### config.mk
export PLATFORM = sky130hd
export DESIGN_NAME = pxl_write_arbiter
export DESIGN_NICKNAME = d
export VERILOG_FILES = /design/src/rtl/pxl_arb_pkg.sv /design/src/rtl/rr_picker.sv /design/src/rtl/pxl_write_arbiter.sv
export SDC_FILE = /design/constraint.sdc
export NUM_CORES = 1
export LEC_CHECK = 0
export CORE_AREA = 2 2 102 104
export CTS_CLUSTER_SIZE = 28
export DETAILED_ROUTE_END_ITERATION = 16
export DIE_AREA = 0 0 104 106
export PLACE_DENSITY = 0.53
export SLEW_MARGIN = 10
export SYNTH_ARGS = -nofsm -noshare
export SYNTH_HDL_FRONTEND = slang
export SYNTH_SLANG_ARGS = --single-unit
export TNS_END_PERCENT = 1
### constraint.sdc
create_clock -name clk_i -period 1.49 [get_ports clk_i]
set_input_delay 0.2235 -clock clk_i [delete_from_list [all_inputs] [get_ports clk_i]]
set_output_delay 0.2235 -clock clk_i [all_outputs]
set_load 0.02 [all_outputs]
### src/rtl/pxl_arb_pkg.sv
// Shared types and default widths for the pixel-write arbiter.
package pxl_arb_pkg;

    typedef enum logic [0:0] {
        ST_IDLE  = 1'b0,
        ST_GRANT = 1'b1
    } arb_state_e;

    localparam int unsigned PXL_ADDR_W = 20;
    localparam int unsigned PXL_DATA_W = 16;

endpackage

### src/rtl/rr_picker.sv
// Combinational round-robin pick: first valid index after 'last', wrapping.
module rr_picker #(
    parameter int unsigned NREQ  = 2,
    parameter int unsigned IDX_W = (NREQ > 1) ? $clog2(NREQ) : 1
) (
    input  logic [NREQ-1:0]  valid,
    input  logic [IDX_W-1:0] last,
    output logic [NREQ-1:0]  onehot,
    output logic [IDX_W-1:0] idx
);

    int unsigned cand;
    logic        found;

    always_comb begin
        onehot = '0;
        idx    = '0;
        found  = 1'b0;
        cand   = 0;
        for (int unsigned k = 1; k <= NREQ; k++) begin
            cand = (32'(last) + k) % NREQ;
            if (!found && valid[cand]) begin
                found        = 1'b1;
                onehot[cand] = 1'b1;
                idx          = IDX_W'(cand);
            end
        end
    end

endmodule

### src/rtl/pxl_write_arbiter.sv
// Round-robin framebuffer write arbiter with bounded bursts per grant.
// Optional PXL_ARB_VBLANK_ONLY_EN restricts grants to vertical blank.
module pxl_write_arbiter
    import pxl_arb_pkg::*;
#(
    parameter int unsigned NREQ      = 2,
    parameter int unsigned ADDR_W    = PXL_ADDR_W,
    parameter int unsigned DATA_W    = PXL_DATA_W,
    parameter int unsigned BURST_MAX = 16
) (
    input  logic                   clk_i,
    input  logic                   rst_n_i,
    input  logic [NREQ-1:0]        req_valid_i,
    input  logic [NREQ*ADDR_W-1:0] req_addr_i,
    input  logic [NREQ*DATA_W-1:0] req_data_i,
    output logic [NREQ-1:0]        req_ready_o,
    input  logic                   vblank_i,
    output logic [ADDR_W-1:0]      pxl_addr_o,
    output logic [DATA_W-1:0]      pxl_data_o,
    output logic                   pxl_en_o,
    output logic [NREQ-1:0]        grant_o,
    output logic                   busy_o
);

    localparam int unsigned IDX_W = (NREQ > 1) ? $clog2(NREQ) : 1;
    localparam int unsigned CNT_W = $clog2(BURST_MAX + 1);
    localparam logic [0:0]  IDLE  = 1'(ST_IDLE);
    localparam logic [0:0]  GRANT = 1'(ST_GRANT);

    logic [0:0]       state_q, state_d;
    logic [IDX_W-1:0] owner_q, owner_d;
    logic [IDX_W-1:0] last_q, last_d;
    logic [NREQ-1:0]  grant_q, grant_d;
    logic [CNT_W-1:0] cnt_q, cnt_d;
    logic             en_d;
    logic [ADDR_W-1:0] addr_d;
    logic [DATA_W-1:0] data_d;
    logic [NREQ-1:0]  pick_oh;
    logic [IDX_W-1:0] pick_idx;
    logic             vb_ok;
    logic             owner_valid;
    logic             others_valid;

`ifdef PXL_ARB_VBLANK_ONLY_EN
    assign vb_ok = vblank_i;
`else
    logic unused_vblank;
    assign unused_vblank = vblank_i;
    assign vb_ok         = 1'b1;
`endif

    rr_picker #(
        .NREQ  (NREQ),
        .IDX_W (IDX_W)
    ) u_rr_picker (
        .valid  (req_valid_i),
        .last   (last_q),
        .onehot (pick_oh),
        .idx    (pick_idx)
    );

    assign owner_valid  = req_valid_i[owner_q];
    assign others_valid = |(req_valid_i & ~grant_q);
    assign grant_o      = grant_q;
    assign busy_o       = (state_q == GRANT);

    // Next-state, burst accounting and write-port capture
    always_comb begin
        state_d     = state_q;
        owner_d     = owner_q;
        last_d      = last_q;
        grant_d     = grant_q;
        cnt_d       = cnt_q;
        en_d        = 1'b0;
        addr_d      = pxl_addr_o;
        data_d      = pxl_data_o;
        req_ready_o = '0;
        case (state_q)
            IDLE: begin
                if ((|req_valid_i) && vb_ok) begin
                    state_d = GRANT;
                    owner_d = pick_idx;
                    grant_d = pick_oh;
                    cnt_d   = '0;
                end
            end
            default: begin
                req_ready_o = grant_q & {NREQ{vb_ok}};
                if (!vb_ok || !owner_valid) begin
                    state_d = IDLE;
                    grant_d = '0;
                    last_d  = owner_q;
                end else begin
                    en_d   = 1'b1;
                    addr_d = req_addr_i[int'(owner_q) * int'(ADDR_W) +: ADDR_W];
                    data_d = req_data_i[int'(owner_q) * int'(DATA_W) +: DATA_W];
                    if (cnt_q < CNT_W'(BURST_MAX))
                        cnt_d = cnt_q + CNT_W'(1);
                    // The transfer that fills the burst is the last one if someone waits
                    if ((cnt_q >= CNT_W'(BURST_MAX - 1)) && others_valid) begin
                        state_d = IDLE;
                        grant_d = '0;
                        last_d  = owner_q;
                    end
                end
            end
        endcase
    end

    always_ff @(posedge clk_i or negedge rst_n_i) begin
        if (!rst_n_i) begin
            state_q    <= IDLE;
            owner_q    <= '0;
            last_q     <= IDX_W'(NREQ - 1);
            grant_q    <= '0;
            cnt_q      <= '0;
            pxl_en_o   <= 1'b0;
            pxl_addr_o <= '0;
            pxl_data_o <= '0;
        end else begin
            state_q    <= state_d;
            owner_q    <= owner_d;
            last_q     <= last_d;
            grant_q    <= grant_d;
            cnt_q      <= cnt_d;
            pxl_en_o   <= en_d;
            pxl_addr_o <= addr_d;
            pxl_data_o <= data_d;
        end
    end

endmodule

== Word level (Yosys, flattened, before mapping) ==
Index checks and enable logic that the tools add are counted.

* Flip-flop bits (word level): 47
* Input bits: 77
* Output and inout bits: 42
* Word-level logic and storage cells: 74

* Add/sub/neg operators: 3
* Multiply operators: 1
* Order comparisons: 7
* Equality and inequality tests: 4
* Shift-type cells: 2
* Muxes and demuxes: 32
* Bitwise operators: 4
* Reduce and logical (&&, ||, !) cells: 13

{| class="wikitable"
|+ Operators with widths
! operator !! count
|-
| $shiftx A40 B7 Y20 || 1
|-
| $shiftx A32 B6 Y16 || 1
|-
| $mux W5 || 4
|-
| $mux W1 || 19
|-
| $mux W2 || 7
|-
| $reduce_and A2 Y1 || 4
|-
| $lt A1 B2 Y1 const B || 3
|-
| $ne A2 B1 Y1 const B || 3
|-
| $add A5 B1 Y5 const B || 1
|-
| $ge A5 B4 Y1 const B || 1
|-
| $lt A5 B5 Y1 const B || 1
|-
| $logic_and A1 B1 Y1 || 4
|-
| $mul A1 B3 Y4 const B || 1
|-
| $reduce_or A2 Y1 || 2
|-
| $ne A3 B2 Y1 const B || 1
|-
| $reduce_and A3 Y1 || 1
|-
| $add A1 B1 Y1 const B || 2
|-
| $and A2 B2 Y2 || 1
|-
| $demux W1 S1 || 2
|-
| $ge A1 B1 Y1 const B || 2
|-
| $not A2 Y2 || 1
|-
| $or A2 B2 Y2 || 1
|-
| $reduce_bool A2 Y1 || 1
|-
| $logic_not A1 Y1 || 1
|-
| $not A1 Y1 || 1
|}

== Longest topological paths before layout ==
* Depth after elaboration: 10
* Gate-level depth with buffers: 7
* Gate-level depth less buffers: 6

== Modules after synthesis ==
Synthesis repeated with hierarchy kept, for this count alone.

* Cell total of the unflattened synthesis: 183
* Area, all modules: 2553.7 um^2

{| class="wikitable"
|+ By module, submodules not included
! module !! times used !! cells an instance !! area each (um^2) !! sequential area each (um^2)
|-
| pxl_write_arbiter || 1 || 179 || 2527.4 || 1177.4
|-
| rr_picker || 1 || 4 || 26.3 || 0.0
|}

== Least setup slack after synthesis ==
Ideal clock, no wire load.

* Kind: register -> register
* Start point: register cnt_q[0]
* End point: register grant_q[0], in the netlist grant_o[0]
* Library setup time: 0.064 ns
* Arrival: 1.554 ns
* Required time: 1.426 ns
* Setup slack: -0.128 ns
* Cell stages (with the launch flop): 7
* Buffers on the path: 0
* Period minus slack after synthesis: 1.618 ns
* Cells stage by stage: dfrtp_1 -> ha_1 -> and3_1 -> ha_1 -> a311oi_1 -> a211o_1 -> a31o_2

* Word-level cells in the longest chain between the ends: 4

{| class="wikitable"
|+ RTL lines
! item !! line !! RTL
|-
| start, declared || pxl_write_arbiter.sv:34 || <nowiki>logic [CNT_W-1:0] cnt_q, cnt_d;</nowiki>
|-
| start signal, assigned || pxl_write_arbiter.sv:125 || <nowiki>cnt_q <= cnt_d;</nowiki>
|-
| $ge A5 B4 Y1 || pxl_write_arbiter.sv:100 || <nowiki>if ((cnt_q >= CNT_W'(BURST_MAX - 1)) && others_valid) begin</nowiki>
|-
| $logic_and A1 B1 Y1 || pxl_write_arbiter.sv:100 ||
|-
| $ne A3 B2 Y1 (no source line) || n/a ||
|-
| $reduce_and A2 Y1 (no source line) || n/a ||
|-
| end signal, assigned || pxl_write_arbiter.sv:124 || <nowiki>grant_q <= grant_d;</nowiki>
|-
| end, declared || pxl_write_arbiter.sv:33 || <nowiki>logic [NREQ-1:0] grant_q, grant_d;</nowiki>
|}

Every way passes these cells.
A chain may end at the register's enable or synchronous reset.

== Worst setup path after layout ==
Same ends and word-level chain as after synthesis.

==> impl_metrics.tcl <==
set metrics [dict create \
    status "finished with violations" \
    failed_checks "setup timing" \
    clockPowerShare 0.138 \
    slew_headroom 0.635 \
    drv_cap 0 \
    die-area_um2 11000 \
    tightest_slew_ns 0.547 \
    arrival_ns 1.75 \
    syn_inst 234 \
    maxUsedRoutingLayer "met4" \
    vias_per_cell 4.51 \
    wl_mm 7.15 \
    seq_power_share 0.316 \
    fin_crit_ns 1.57 \
    synth_top_area_cell "dfrtp_1" \
    clk_root_buffer_cell "clkbuf_8" \
    synth_area_leaders "dfrtp_1, mux2i_1, a21oi_1, a21oi_2, buf_2" \
    drt-met1-wl_mm 3.13 \
    required_ns 1.67 \
    finalInstanceArea_um2 4000 \
    fin_ws_ns -0.0772 \
    dieWidth_um 104 \
    r2r_end "grant_o[0]" \
    syn_area_um2 2440 \
    power.leakage_nw 1.69 \
    final_nets 442 \
    insertion_delay_ns 0.30 \
    p_sw_mw 2.95 \
    rrSetupSlack_ns -0.08 \
    drive_gt1_frac 0.165 \
    hold_violations 0 \
    clk_pin_slew_worst_paths_ns 0.09 \
    reg2reg_depth 6 \
    min-delay-path-class "primary input to async pin" \
    cts_max_level 2 \
    fin_hold_ws_ns 0.447 \
    core.rowCount 37 \
    critPathMaxFanout 3 \
    firstDrtPassIters 4 \
    gp_congestion 0.762 \
    power_mw 7.04 \
    die_h_um 106 \
    synth_nets 313 \
    grt_pass1_vias 2276 \
    yosysWarnings 0 \
    intPower_mw 4.09 \
    drt_iter0_drc 86 \
    synth.ff_latch_count 47 \
    syn_avg_cell_area_um2 10.4 \
    core_um2 10000 \
    ant_nets 0 \
    ios 119 \
    drc_errors 0 \
    path_cells "ha_2 -> and3_4 -> ha_4 -> nor3_2 -> a211o_1 -> a31o_2" \
    cpPeakStageDelay_ns 0.36 \
    cts_buffers 5 \
    vias 2257 \
    globalRouteTotalUtil 0.131 \
    cts_tree "done" \
    grt_start_max_net_pins 24 \
    area_growth_pct 63.6 \
    grt_pass1_wl_mm 11.8 \
    reg2reg_from "cnt_q[0]" \
    finalMaxSlewViolations 0 \
    synth.distinct_cells 42 \
    p_comb_frac 0.546 \
    wl_per_cell_um 14.3 \
    dr_wl_met2_mm 3.40 \
    critPathSlowestCell "dfrtp_1" \
    cts_num_sinks 47 \
    n_antenna_cell 0 \
    start_util 0.244 \
    portBuffers 117 \
    rsz0062_at_grt "true" \
    antenna_found_initial 0 \
    ys_seq_area_frac 0.482 \
    cp-end-kind "flip-flop" \
    powerDensity_nw_per_um2 1760 \
    period_share 1.05 \
    start_kind "flip-flop" \
    clock_path_buffers 2 \
    path_class "flip-flop to flip-flop" \
    yosys.area.top_type_share 0.471 \
    hpwlAfterDp_mm 5.48 \
    setup_viol 3 \
    netSwitchingFraction 0.419 \
    grt.overflow.total 0 \
    wl_met3_um 502 \
    peakVddDrop_mv 0.635 \
    clock-skew-final_ns 0.00882 \
    max_freq_ghz 0.638 \
    dpl_cell_area_um2 3910 \
]
-- per-stage QoR --
| step | worst slack, ns | cells | utilization | TNS (ns) |
|---|---|---|---|---|
| floorplan | -0.0726 | 234 | - | -0.186 |
| global placement | -0.209 | 490 | 0.391 | -7.87 |
| detailed placement | -0.255 | 490 | 0.391 | -9.45 |
| CTS | -0.0872 | 499 | 0.400 | -0.134 |
| global route | -0.137 | 500 | 0.400 | -0.427 |
| finish | -0.0772 | 500 | 0.400 | -0.0981 |
-- power by group through the flow --
| stage | combinational, mW | sequential, mW | clock [mW] |
|---|---|---|---|
| 5_1_grt | 4.16 | 2.30 | 1.05 |
| 3_5_place_dp | 4.25 | 2.27 | 0 |
| 3_3_place_gp | 4.21 | 2.26 | 0 |
| 6_report | 3.84 | 2.23 | 0.969 |
| 2_1_floorplan | 1.75 | 2.82 | 0 |
| 4_1_cts | 3.89 | 2.23 | 1.01 |
-- final cells by class --
cell class	instances	area (um^2)
Sequential cell	47	1180
Clock inverter	2	35.0
Fill cell	1054	6000
Multi-Input combinational cell	162	1180
Tap cell	136	170
Timing Repair Buffer	143	1340
Inverter	4	15.0
Clock buffer	6	82.6
-- critical path, delay by kind of cell (launching register included) --
| kind | cells | cell delay (ns) |
|---|---|---|
| simple gates | 2 | 0.24 |
| fa+ha+maj | 2 | 0.33 |
| flops | 1 | 0.36 |
| compound gates | 2 | 0.52 |
-- placed cells by master, fill, tap and decap left out, drive strengths merged, types with 2 or more instances in the layout --
cell / n
mux2: 2
nand2b: 4
o22ai: 2
dfrtp: 46
o311ai: 2
nand4: 2
dlygate4sd2: 40
buf: 26
nand2: 4
clkdlybuf4s50: 73
inv: 4
ha: 2
nand3: 4
o21ai: 5
clkbuf: 7
o21bai: 2
mux2i: 36
a21oi: 74
nor2b: 3
and2: 2
-- registers in the layout (all words and copies together) (netlist names) --
name / flops
busy_o: 1
cnt_q: 5
grant_o: 2
last_q: 1
owner_q: 1
pxl_addr_o: 20
pxl_data_o: 16
pxl_en_o: 1
-- synthesized netlist by cell type --
cell type,count
o21bai_1,2
a21oi_1,64
a21boi_0,1
a31o_2,1
o22ai_1,2
and3_1,1
buf_2,12
nand3_1,4
o211ai_1,1
nand2_2,1
o21ai_0,5
a311oi_1,1
a21oi_2,10
a211o_1,1
nand2_1,3
inv_2,1
and2_1,2
mux2i_1,36
ha_1,2
a21o_1,1
a31oi_1,1
nor2_1,1
o311ai_0,2
nand2b_1,4
clkbuf_1,6
nand4bb_1,1
a2111oi_0,1
nor3_1,1
nand4_1,2
buf_6,3
mux2_4,1
inv_1,3
a211oi_1,1
mux2_2,1
dfstp_2,1
dfrtp_1,46
a32o_1,1
a22oi_1,1
nand3b_1,1
and3b_1,1
nor2b_1,3
o2bb2ai_1,1
-- kinds of logic (layout without fill, tap and decap cells) --
kind of cell | count (synthesis) | after routing | synth area share
DFF | 47 | 47 | 0.482
and+or+nand+nor | 25 | 25 | 0.0609
buffers and inverters | 25 | 155 | 0.0537
adders and majority gates | 2 | 2 | 0.0102
AOI/OAI and AO/OA | 97 | 97 | 0.235
muxes | 38 | 38 | 0.158
-- what timing repair did --
| action | in CTS | in global routing |
|---|---|---|
| setup endpoints to repair | 46 | 14 |
| resized for setup | 45 | 2 |
| setup buffers | 0 | 1 |
| endpoints found under the hold margin | 20 | 0 |
| hold buffers | 1 | 0 |
-- per-layer routing --
metal	GRT usage	up-vias
met3	0.0399	10
met1	0.174	1057
met4	0.0338	0
met2	0.209	73
met5	0	-
li1	-	1117
-- worst max-delay path by stage --
| stage | startpoint | end | slack [ns] | cells after the start |
|---|---|---|---|---|
| 2_1_floorplan | cnt_q[0] | grant_o[0] | -0.07 | 6 |
| 3_3_place_gp | req_valid_i[0] | pxl_addr_o[12] | -0.21 | 6 |
| 3_5_place_dp | req_valid_i[0] | pxl_addr_o[18] | -0.26 | 6 |
| 4_1_cts | cnt_q[0] | grant_o[0] | -0.09 | 6 |
| 5_1_grt | cnt_q[1] | grant_o[0] | -0.14 | 6 |
| 6_report | cnt_q[0] | grant_o[0] | -0.08 | 6 |
Note: power is estimated with default switching activity, not from simulation.
